**src/rtl/i2c_target_regs.sv**
```systemverilog
// +------------------------------------------------------------------------+
// | i2c_target_regs: oversampled I2C target with a byte register file.     |
// | Rev 1.0                                                                |
// +------------------------------------------------------------------------+
`default_nettype none
`timescale 1ns/1ps

module i2c_target_regs #(
  parameter logic [6:0] ADDR_BASE = 7'h50,
  parameter int         NUM_REGS  = 16,
  parameter int         PTR_W     = $clog2(NUM_REGS)
) (
  input  logic             clk,
  input  logic             rst,
  input  logic             scl_i,
  input  logic             sda_i,
  output logic             sda_oe,
  input  logic             a0,
  input  logic             a1,
  output logic             wr_strobe,
  output logic [PTR_W-1:0] wr_addr,
  output logic [7:0]       wr_data,
  input  logic [PTR_W-1:0] host_addr,
  output logic [7:0]       host_rdata,
  output logic             busy
);

  typedef enum logic [3:0] {
    ST_IDLE      = 4'd0,
    ST_ADDR      = 4'd1,
    ST_ADDR_ACK  = 4'd2,
    ST_PTR       = 4'd3,
    ST_PTR_ACK   = 4'd4,
    ST_WDATA     = 4'd5,
    ST_WDATA_ACK = 4'd6,
    ST_RDATA     = 4'd7,
    ST_RACK      = 4'd8,
    ST_IGNORE    = 4'd9
  } state_t;

  logic scl_s1_q, scl_s2_q, scl_h_q;
  logic sda_s1_q, sda_s2_q, sda_h_q;

  state_t           state_q, state_d;
  logic [3:0]       cnt_q, cnt_d;
  logic [7:0]       sr_q, sr_d;
  logic [PTR_W-1:0] ptr_q, ptr_d;
  logic             sda_oe_q, sda_oe_d;
  logic             busy_q, busy_d;
  logic             wr_strobe_q, wr_strobe_d;
  logic [PTR_W-1:0] wr_addr_q, wr_addr_d;
  logic [7:0]       wr_data_q, wr_data_d;
  logic [7:0]       host_rdata_q, host_rdata_d;
  logic [7:0]       regs_q [NUM_REGS];
  logic [7:0]       regs_d [NUM_REGS];
  logic             reg_we;

  logic       scl_rise, scl_fall, start_det, stop_det;
  logic [7:0] rx_byte;
  logic [7:0] rd_byte;
  logic       addr_hit;

  assign scl_rise  =  scl_s2_q & ~scl_h_q;
  assign scl_fall  = ~scl_s2_q &  scl_h_q;
  // Bus conditions only count when SCL has been high for two samples.
  assign start_det = scl_s2_q & scl_h_q &  sda_h_q & ~sda_s2_q;
  assign stop_det  = scl_s2_q & scl_h_q & ~sda_h_q &  sda_s2_q;

  assign rx_byte  = {sr_q[6:0], sda_s2_q};
  assign rd_byte  = regs_q[ptr_q];
  assign addr_hit = (sr_q[7:1] == {ADDR_BASE[6:2], a1, a0}) && (sr_q[7:1] != 7'd0);

  always_comb begin
    state_d      = state_q;
    cnt_d        = cnt_q;
    sr_d         = sr_q;
    ptr_d        = ptr_q;
    sda_oe_d     = sda_oe_q;
    busy_d       = busy_q;
    wr_strobe_d  = 1'b0;
    wr_addr_d    = wr_addr_q;
    wr_data_d    = wr_data_q;
    reg_we       = 1'b0;
    host_rdata_d = regs_q[host_addr];

    if (stop_det) begin
      state_d  = ST_IDLE;
      cnt_d    = 4'd0;
      sda_oe_d = 1'b0;
      busy_d   = 1'b0;
    end else if (start_det) begin
      state_d  = ST_ADDR;
      cnt_d    = 4'd0;
      sda_oe_d = 1'b0;
    end else begin
      case (state_q)
        ST_ADDR, ST_PTR, ST_WDATA: begin
          if (scl_rise && (cnt_q != 4'd8)) begin
            sr_d  = rx_byte;
            cnt_d = cnt_q + 4'd1;
            if (cnt_q == 4'd7) begin
              if (state_q == ST_PTR) begin
                ptr_d = rx_byte[PTR_W-1:0];
              end
              if (state_q == ST_WDATA) begin
                reg_we      = 1'b1;
                wr_strobe_d = 1'b1;
                wr_addr_d   = ptr_q;
                wr_data_d   = rx_byte;
                ptr_d       = ptr_q + PTR_W'(1);
              end
            end
          end else if (scl_fall && (cnt_q == 4'd8)) begin
            cnt_d = 4'd0;
            if (state_q == ST_ADDR) begin
              if (addr_hit) begin
                state_d  = ST_ADDR_ACK;
                sda_oe_d = 1'b1;
                busy_d   = 1'b1;
              end else begin
                state_d = ST_IGNORE;
                busy_d  = 1'b0;
              end
            end else begin
              state_d  = (state_q == ST_PTR) ? ST_PTR_ACK : ST_WDATA_ACK;
              sda_oe_d = 1'b1;
            end
          end
        end

        ST_ADDR_ACK: begin
          if (scl_fall) begin
            cnt_d = 4'd0;
            if (sr_q[0]) begin
              // Read: first data bit goes out on the edge that ends the ACK.
              state_d  = ST_RDATA;
              sr_d     = rd_byte;
              sda_oe_d = ~rd_byte[7];
            end else begin
              state_d  = ST_PTR;
              sda_oe_d = 1'b0;
            end
          end
        end

        ST_PTR_ACK, ST_WDATA_ACK: begin
          if (scl_fall) begin
            state_d  = ST_WDATA;
            cnt_d    = 4'd0;
            sda_oe_d = 1'b0;
          end
        end

        ST_RDATA: begin
          if (scl_rise && (cnt_q != 4'd8)) begin
            cnt_d = cnt_q + 4'd1;
          end else if (scl_fall) begin
            if (cnt_q == 4'd8) begin
              state_d  = ST_RACK;
              cnt_d    = 4'd0;
              sda_oe_d = 1'b0;
              ptr_d    = ptr_q + PTR_W'(1);
            end else if (cnt_q != 4'd0) begin
              sr_d     = {sr_q[6:0], 1'b0};
              sda_oe_d = ~sr_q[6];
            end
          end
        end

        ST_RACK: begin
          if (scl_rise) begin
            cnt_d = 4'd1;
            sr_d  = {7'd0, sda_s2_q};
          end else if (scl_fall && (cnt_q == 4'd1)) begin
            cnt_d = 4'd0;
            if (!sr_q[0]) begin
              state_d  = ST_RDATA;
              sr_d     = rd_byte;
              sda_oe_d = ~rd_byte[7];
            end else begin
              state_d  = ST_IGNORE;
              sda_oe_d = 1'b0;
            end
          end
        end

        default: begin
        end
      endcase
    end
  end

  always_comb begin
    regs_d = regs_q;
    if (reg_we) begin
      regs_d[ptr_q] = rx_byte;
    end
  end

  always_ff @(posedge clk) begin
    if (rst) begin
      scl_s1_q     <= 1'b1;
      scl_s2_q     <= 1'b1;
      scl_h_q      <= 1'b1;
      sda_s1_q     <= 1'b1;
      sda_s2_q     <= 1'b1;
      sda_h_q      <= 1'b1;
      state_q      <= ST_IDLE;
      cnt_q        <= 4'd0;
      sr_q         <= 8'd0;
      ptr_q        <= '0;
      sda_oe_q     <= 1'b0;
      busy_q       <= 1'b0;
      wr_strobe_q  <= 1'b0;
      wr_addr_q    <= '0;
      wr_data_q    <= 8'd0;
      host_rdata_q <= 8'd0;
      for (int i = 0; i < NUM_REGS; i++) begin
        regs_q[i] <= 8'd0;
      end
    end else begin
      scl_s1_q     <= scl_i;
      scl_s2_q     <= scl_s1_q;
      scl_h_q      <= scl_s2_q;
      sda_s1_q     <= sda_i;
      sda_s2_q     <= sda_s1_q;
      sda_h_q      <= sda_s2_q;
      state_q      <= state_d;
      cnt_q        <= cnt_d;
      sr_q         <= sr_d;
      ptr_q        <= ptr_d;
      sda_oe_q     <= sda_oe_d;
      busy_q       <= busy_d;
      wr_strobe_q  <= wr_strobe_d;
      wr_addr_q    <= wr_addr_d;
      wr_data_q    <= wr_data_d;
      host_rdata_q <= host_rdata_d;
      regs_q       <= regs_d;
    end
  end

  assign sda_oe     = sda_oe_q;
  assign busy       = busy_q;
  assign wr_strobe  = wr_strobe_q;
  assign wr_addr    = wr_addr_q;
  assign wr_data    = wr_data_q;
  assign host_rdata = host_rdata_q;

endmodule

`default_nettype wire

```
**config.mk**
```make
export PLATFORM = sky130hd
export DESIGN_NAME = i2c_target_regs
export DESIGN_NICKNAME = d
export VERILOG_FILES = /design/src/rtl/i2c_target_regs.sv
export SDC_FILE = /design/constraint.sdc
export NUM_CORES = 1
export LEC_CHECK = 0
export CORE_MARGIN = 1.5
export CORE_UTILIZATION = 54
export DETAILED_ROUTE_END_ITERATION = 8
export PLACE_DENSITY = 0.78
export SETUP_SLACK_MARGIN = 0.4
export SKIP_CTS_REPAIR_TIMING = 1
export SLEW_MARGIN = 10
export SYNTH_ARGS = -nofsm -noshare
export SYNTH_HDL_FRONTEND = slang
export SYNTH_SLANG_ARGS = --single-unit
```
**constraint.sdc**
```tcl
create_clock -name clk -period 2.05 [get_ports clk]
set_input_delay 0.41 -clock clk [delete_from_list [all_inputs] [get_ports clk]]
set_output_delay 0.41 -clock clk [all_outputs]
set_load 0.02 [all_outputs]
```
==> results of run 1 <==
state kept, by name, indices dropped and copies added (netlist names), 4 cells and up:
name / cells
ptr_q: 4
cnt_q: 4
sr_q: 8
wr_data: 8
regs_q: 128
wr_addr: 4
state_q: 4
host_rdata: 8
critical path, delay by kind of cell (launching register included):
family / cells / cell delay, ps
muxes: 2 / 1100
AOI/OAI and AO/OA: 2 / 210
buffers and inverters: 2 / 280
DFF: 1 / 380
cells in the mapped netlist, types with 2 or more instances:
cell type	number	area share, %
and2_1	9	0.61
o211ai_1	2	0.16
ha_1	7	0.94
a41oi_1	7	0.66
or4_1	2	0.16
mux4_2	79	19
o32a_1	2	0.22
a211oi_1	5	0.40
nor3_4	2	0.35
nand3_1	15	0.81
o22ai_1	4	0.27
nand4_1	6	0.40
nand4bb_1	2	0.24
buf_2	35	1.9
buf_6	2	0.24
nor2_1	21	0.85
xor2_1	4	0.38
nor2b_1	15	1.0
nor3b_1	3	0.24
nand2_1	316	13
o21ai_0	17	0.92
nand2b_1	8	0.54
nand3b_1	3	0.24
mux2i_1	2	0.22
dfxtp_1	177	38
or2_2	7	0.47
a31oi_1	3	0.20
a311oi_2	7	1.1
nor4_1	4	0.27
o22a_1	2	0.19
nor3_1	6	0.32
nor4_2	3	0.40
buf_1	7	0.28
o32ai_1	2	0.19
o31ai_1	5	0.40
and3_1	12	0.81
a311oi_1	2	0.19
a21oi_1	156	8.4
clkbuf_1	51	2.1
inv_1	8	0.32
area by class of cell:
class / count / area share, %
multi-input cells: 762 / 52.18
flip-flops and latches: 177 / 28.32
repair buffers: 138 / 12.57
clock buffers: 17 / 3.368
well taps: 220 / 2.180
clock inverters: 14 / 1.119
inverters: 8 / 0.2576
stage by stage:
| stage | power, mW | TNS, ps | cell area [µm²] |
|---|---|---|---|
| 3_3_place_gp | 4.031 | -1398 | 10350 |
| 3_5_place_dp | 4.039 | -2096 | 10350 |
| 4_1_cts | 7.152 | -768.0 | 10910 |
| 2_1_floorplan | 3.881 | 0 | 9618 |
| 5_1_grt | 7.458 | -1449 | 12630 |
| 6_report | 7.283 | -97.29 | 12630 |
power by group through the flow:
stage / clock (mW) / combinational, mW / sequential (mW)
final: 3.22 / 0.599 / 3.47
after global routing: 3.37 / 0.623 / 3.47
after CTS: 3.19 / 0.487 / 3.47
after detailed placement: 0 / 0.486 / 3.55
after global placement: 0 / 0.478 / 3.55
after floorplan: 0 / 0.328 / 3.55
logic make-up (layout without fill, tap and decap cells):
family,Yosys count,after routing
muxes,81,81
DFF,177,177
xor gates and xnor gates,4,4
and+or+nand+nor,444,444
buffers and inverters,103,177
adders and majority gates,7,7
AOI/OAI and AO/OA,226,226
metal layers:
metal | share of wire (%) | vias to the layer above | global-route usage (%)
li1 | - | 3834 | -
met1 | 34 | 4401 | 44.42
met2 | 44 | 798 | 49.05
met3 | 14 | 228 | 8.692
met4 | 7.3 | 0 | 14.93
met5 | 0 | - | 0
worst max-delay path by stage:
stage | to | slack [ps] | cells past startpoint
after floorplan | sda_oe | 150 | 5
after global placement | host_rdata[0] | -190 | 5
after detailed placement | host_rdata[1] | -200 | 6
after CTS | regs_q[72] | -80 | 6
after global routing | sr_q[2] | -90 | 6
final | sr_q[5] | -40 | 6
cell usage in the layout (no fill, tap or decap), types with 7 or more instances in the layout:
cell type       synthesis  layout
nand2b_1                8       7
nor2b_1                15      11
buf_4                   0      63
buf_6                   2      19
nand3_1                15       7
dfxtp_1               177     162
a21oi_1               156      49
a21oi_2                 0     107
and3_4                  0       9
nor2_1                 21      21
dlymetal6s2s_1          0      24
clkbuf_16               0      24
mux4_2                 79      79
buf_12                  0      18
nand2_4                 0      24
nand2_2                 0     112
nand2_1               316     178
dfxtp_2                 0       9
a311oi_2                7       7
o21ai_2                 0       8
a41oi_1                 7       7
==> results by group, run 1 <==
Pwr
  – P per Cell Area: 576.7 nW/µm²
  – Part of the power in combinational logic: 8.2%
  – Sequential Power Share: 47.6%
  – Switch Pwr: 2.017 mW
  – Switching Share: 27.69%
  – Clock power frac: 44.2%
  – Leak Pwr: 4.689 nW
  – Peak VDD IR: 0.0006693 V
  – Power Internal: 5.266 mW

Place
  – Post-place setup slack: -199.5 ps
  – Placed insts: 1269
  – GP Congestion: 1.035
  – DP HPWL: 19900 µm
  – Port buffer count: 32

Finish
  – Final net count: 1121
  – Register area: 3577 µm²
  – Layout fillers: 976
  – Cell Count, Final, Fillers Out: 1336
  – Utilization after layout: 75.62%
  – Share of cells above drive strength 1: 50.45%
  – Area Overhead vs Synth: 36.20%
  – Total inserted antenna cells: 0
  – Multi-input logic area: 6590 µm²

Yosys
  – Synth Area in Adders: 0.9445%
  – Sequential fraction of the synthesis area: 38.21%
  – Mux contribution to synthesized area: 19.40%
  – Cells after Synth: 1042
  – Synth Area in XOR/XNOR: 0.3778%
  – Post-synthesis register bit count: 177
  – Compound-gate portion of the synthesized area: 14.69%
  – Yosys synthesis warning count: 0
  – Netlist cell types: 62
  – Main combinational cell family by area after synthesis: simple AND/OR/NAND/NOR gates
  – Simple-gate share of the synthesized area: 21.56%
  – Syn nets: 1059
  – Netlist Area Pre-Place: 9273 µm²
  – Ys flop type: dfxtp_1
  – Post-synth EDFFs: 0
  – Asr flop ratio synth: 0%
  – Syn avg cell area: 8.899 µm²

Floorplan
  – Initial Util: 55.52%
  – Chip height: 134.0 µm
  – Row count: 47
  – Die area: 17970 µm²
  – IO Count: 33
  – DIE WIDTH: 134.0 µm
  – Area of the core: 16700 µm²

Global route
  – Largest net degree at the start of global routing: 85
  – Gr usage total: 32.67%
  – Vias in the first global route: 7937
  – Initial antenna violation count: 0
  – First-pass GRT wire length: 44580 µm
  – GR Overflow Total: 0

Setup path
  – Top cell by count, worst path: mux4_2
  – Worst Setup SP: ptr_q[0]
  – CP Capture Type: register
  – Critical Path RT: 2370 ps
  – Critical path's slowest cell: mux4_2
  – Reg2reg end: sr_q[5]
  – Reg2Reg Depth: 6
  – Type of origin of the critical path: register
  – Critical Path, Cell by Cell: buf_12 -> clkbuf_16 -> mux4_2 -> mux4_2 -> o21ai_2 -> a311oi_2
  – CP Max Fanout: 5
  – Crit Reg-Reg Startpoint: ptr_q[0]
  – Flop2flop setup slack: -40 ps
  – Critical path arrival: 2410 ps
  – CP max stage delay: 600 ps
  – Setup CP Type: register to register

Hold path
  – Worst hold path class: input port to register
  – Hold_sp: rst
  – Min-Delay Endpoint: sr_q[7]
  – Hold Path Stages: 2

Clock tree
  – Root Driver: clkbuf_16
  – H-tree depth: 4
  – CTS Buffer Depth: 2
  – CTS sink count: 177
  – Number of CTS-inserted buffers: 17
  – Clock latency on the worst-skew pair: 460 ps
  – CTS tree: built
  – Worst-path clk slew: 70 ps

Timing
  – Finish-stage setup viols: 7
  – Min cycle time layout: 2089 ps
  – Worst hold slack: 301.6 ps
  – F_max: 0.4787 GHz
  – Final Worst Setup Slack: -38.81 ps
  – Hold Fails Final Rpt: 0
  – Layout Skew: 22.26 ps
  – RSZ-0062 raised after global routing: yes
  – Final Cycle Share: 101.9%
  – Worst Tran Pin Value: 515.9 ps
  – Max_slew headroom: 65.06%
  – Max-slew violations: 0

Status
  – Status: finished with violations
  – Violated checks: negative setup slack

Drt
  – Via count: 9261
  – Routed WL: 34270 µm
  – Routed wire per std cell: 25.65 µm
  – First-pass iteration count of the detailed router: 8
  – Routed Antenna Nets: 0
  – Vias per std cell: 6.932
  – Remaining DRCs: 0
  – Iter 0 DRT Violations: 1262

Flow run
  – Max Cap Viol: 0
Note: power is estimated with default switching activity, not from simulation.
==> run 2, diff against run 1 <==
--- a/config.mk
+++ b/config.mk
@@ -5,10 +5,12 @@
 export SDC_FILE = /design/constraint.sdc
 export NUM_CORES = 1
 export LEC_CHECK = 0
-export CORE_MARGIN = 1.5
+export CAP_MARGIN = 10
+export CORE_MARGIN = 1
 export CORE_UTILIZATION = 54
 export DETAILED_ROUTE_END_ITERATION = 8
 export PLACE_DENSITY = 0.78
+export RECOVER_POWER = 50
 export SETUP_SLACK_MARGIN = 0.4
 export SKIP_CTS_REPAIR_TIMING = 1
 export SLEW_MARGIN = 10
==> run 2 against run 1 <==
Effect of this change:
- the flow still finishes with violations (negative setup slack)
- first-iteration DRC count rose by 12%
- critical path depth is the same
- sequential share of layout area decreased by 0.29 points
- largest power group unchanged
- highest routed layer unchanged
==> results by group, run 2 (synthesis results as in run 1) <==
Global route
  – Initial antenna violation count: 0 (unchanged)
  – First-pass GRT wire length: 43120 µm (-3.3%)
  – Largest net degree at the start of global routing: 108 (+27%)
  – GR Overflow Total: 0 (unchanged)
  – Vias in the first global route: 7768 (-2.1%)
  – Gr usage total: 32.15% (-0.52 points)

Setup path
  – Crit Reg-Reg Startpoint: ptr_q[0]
  – Reg2reg end: sr_q[6]
  – Reg2Reg Depth: 6 (unchanged)
  – CP max stage delay: 540 ps (-60 ps)
  – Delay-heaviest family, CP: multiplexers
  – Critical path arrival: 2380 ps (-30 ps)
  – Worst path bufs/invs: 2 (unchanged)
  – Critical path's slowest cell: mux4_2
  – Type of origin of the critical path: register
  – Critical Path, Cell by Cell: buf_6 -> clkbuf_16 -> mux4_2 -> mux4_2 -> o21ai_2 -> a311oi_2
  – Top cell by count, worst path: mux4_2
  – Critical Path RT: 2360 ps (about the same)
  – CP Max Fanout: 5 (unchanged)
  – Flop2flop setup slack: -20 ps (+20 ps)
  – Setup CP Type: register to register
  – CP Capture Type: register

Finish
  – Area Overhead vs Synth: 37.67%
  – Total inserted antenna cells: 0 (unchanged)
  – Share of cells above drive strength 1: 50.40% (about the same)
  – Final net count: 1131 (+0.89%)
  – Layout fillers: 1014 (+3.9%)
  – Commonest non-fill, non-tap cell in the layout: nand2_1
  – Largest Register: regs_q
  – Max reg flops: 128 (unchanged)
  – Commonest non-fill, non-tap cells in the layout: nand2_1, dfxtp_1, nand2_2

Hold path
  – Hold_sp: rst
  – Worst hold path class: input port to register
  – Min-Delay Endpoint: ptr_q[3]
  – Hold Path Stages: 2 (unchanged)

Pwr
  – Final Power: 7.317 mW (+0.46%)
  – Leak Pwr: 4.781 nW (+2.0%)
  – Switching Share: 27.65% (-0.041 points)
  – Peak VDD IR: 0.0005783 V (-14%)
  – P per Cell Area: 573.2 nW/µm² (-0.61%)
  – Power Internal: 5.294 mW (+0.52%)
  – Switch Pwr: 2.023 mW (+0.31%)
  – Part of the power in combinational logic: 8.1% (about the same)
  – Sequential Power Share: 47.4% (-0.2 points)
  – Clock power frac: 44.5% (+0.3 points)

Timing
  – Max-slew violations: 0 (unchanged)
  – Finish-stage setup viols: 2 (-5)
  – Worst Tran Pin Value: 732.7 ps (+216.8 ps)
  – F_max: 0.4840 GHz (+1.1%)
  – RSZ-0062 raised after global routing: yes
  – Final Worst Setup Slack: -16.27 ps (+22.54 ps)
  – Final Cycle Share: 100.8% (-1.1 points)
  – Hold Fails Final Rpt: 0 (unchanged)
  – Min cycle time layout: 2066 ps (-22.54 ps)
  – Max_slew headroom: 51.15% (-14 points)
  – Layout Skew: 14.75 ps (-7.512 ps)

Floorplan
  – DIE WIDTH: 133.0 µm (-0.75%)
  – IO Count: 33 (unchanged)
  – Row count: 47 (unchanged)
  – Die area: 17700 µm² (-1.5%)
  – Area of the core: 16700 µm² (unchanged)
  – Initial Util: 55.52% (unchanged)
  – Chip height: 133.0 µm (-0.75%)

Clock tree
  – Number of CTS-inserted buffers: 17 (unchanged)
  – Clock latency on the worst-skew pair: 450 ps (about the same)
  – H-tree depth: 4 (unchanged)
  – Worst-path clk slew: 80 ps (about the same)
  – CTS tree: built
  – Root Driver: clkbuf_16
  – CTS Buffer Depth: 2 (unchanged)
  – CTS sink count: 177 (unchanged)

Drt
  – Via count: 9121 (-1.5%)
  – Iter 0 DRT Violations: 1409 (+12%)
  – First-pass iteration count of the detailed router: 6 (-2)
  – Routed Antenna Nets: 0 (unchanged)
  – Vias per std cell: 6.771 (-2.3%)
  – Remaining DRCs: 0 (unchanged)
  – Routed WL: 33840 µm (-1.2%)
  – Routed wire per std cell: 25.12 µm (-2.0%)

Place
  – GP Congestion: 1.012 (-2.2%)
  – Post-place setup slack: -207.8 ps (-8.242 ps)
  – Port buffer count: 32 (unchanged)
  – DP HPWL: 19460 µm (-2.2%)

Status
  – Status: finished with violations
  – Violated checks: negative setup slack

Flow run
  – Max Cap Viol: 0 (unchanged)
[run 2: worst max-delay path by stage]
stage	start	slack, ps	depth (start not counted)	end
after floorplan	ptr_q[0]	150	5	sda_oe
after global placement	host_addr[1]	-200	5	host_rdata[0]
after detailed placement	host_addr[1]	-210	5	host_rdata[0]
after CTS	ptr_q[0]	-50	5	sda_oe
after global routing	ptr_q[0]	-70	6	sr_q[3]
final	ptr_q[0]	-20	6	sr_q[6]
[run 2: power by group through the flow]
stage,sequential (mW),clock (mW),combinational (mW)
floorplan,3.55,0,0.328
global placement,3.55,0,0.474
detailed placement,3.55,0,0.480
CTS,3.47,3.23,0.480
global route,3.47,3.39,0.620
finish,3.47,3.25,0.596
[run 2: metal layers]
layer | vias to the layer above | global-route usage, % | share of wire [%]
li1 | 3839 | - | -
met1 | 4363 | 44.74 | 36
met2 | 739 | 48.25 | 45
met3 | 180 | 6.858 | 13
met4 | 0 | 14.11 | 6.1
met5 | - | 0 | 0
[run 2: layout make-up]
class	instances	area (µm²)	share of cell area, %
Sequential cell	177	3578	28.03
Clock buffer	19	432.9	3.391
Timing Repair Buffer	148	1702	13.33
Clock inverter	13	141.4	1.108
Multi-Input combinational cell	762	6604	51.73
Tap cell	220	275.3	2.156
Inverter	8	32.53	0.2548
[run 2: worst register-to-register path, stage by stage, from the launching register on]
cell	delay [ps]
dfxtp_4	380
buf_6	130
clkbuf_16	150
mux4_2	520
mux4_2	540
o21ai_2	100
a311oi_2	110
[run 2: metrics by stage]
| stage | area (µm²) | TNS (ps) | utilization, % | instances | hold WS, ps |
|---|---|---|---|---|---|
| after global routing | 12770 | -195.1 | 76.44 | 1347 | 319.6 |
| after detailed placement | 10330 | -1655 | 61.83 | 1273 | 402.5 |
| after CTS | 10900 | -67.17 | 65.27 | 1305 | 301.3 |
| after global placement | 10330 | -1369 | 61.83 | 1273 | 393.1 |
| final | 12770 | -30.93 | 76.44 | 1347 | 319.7 |
| after floorplan | 9618 | 0 | - | 1042 | 389.4 |
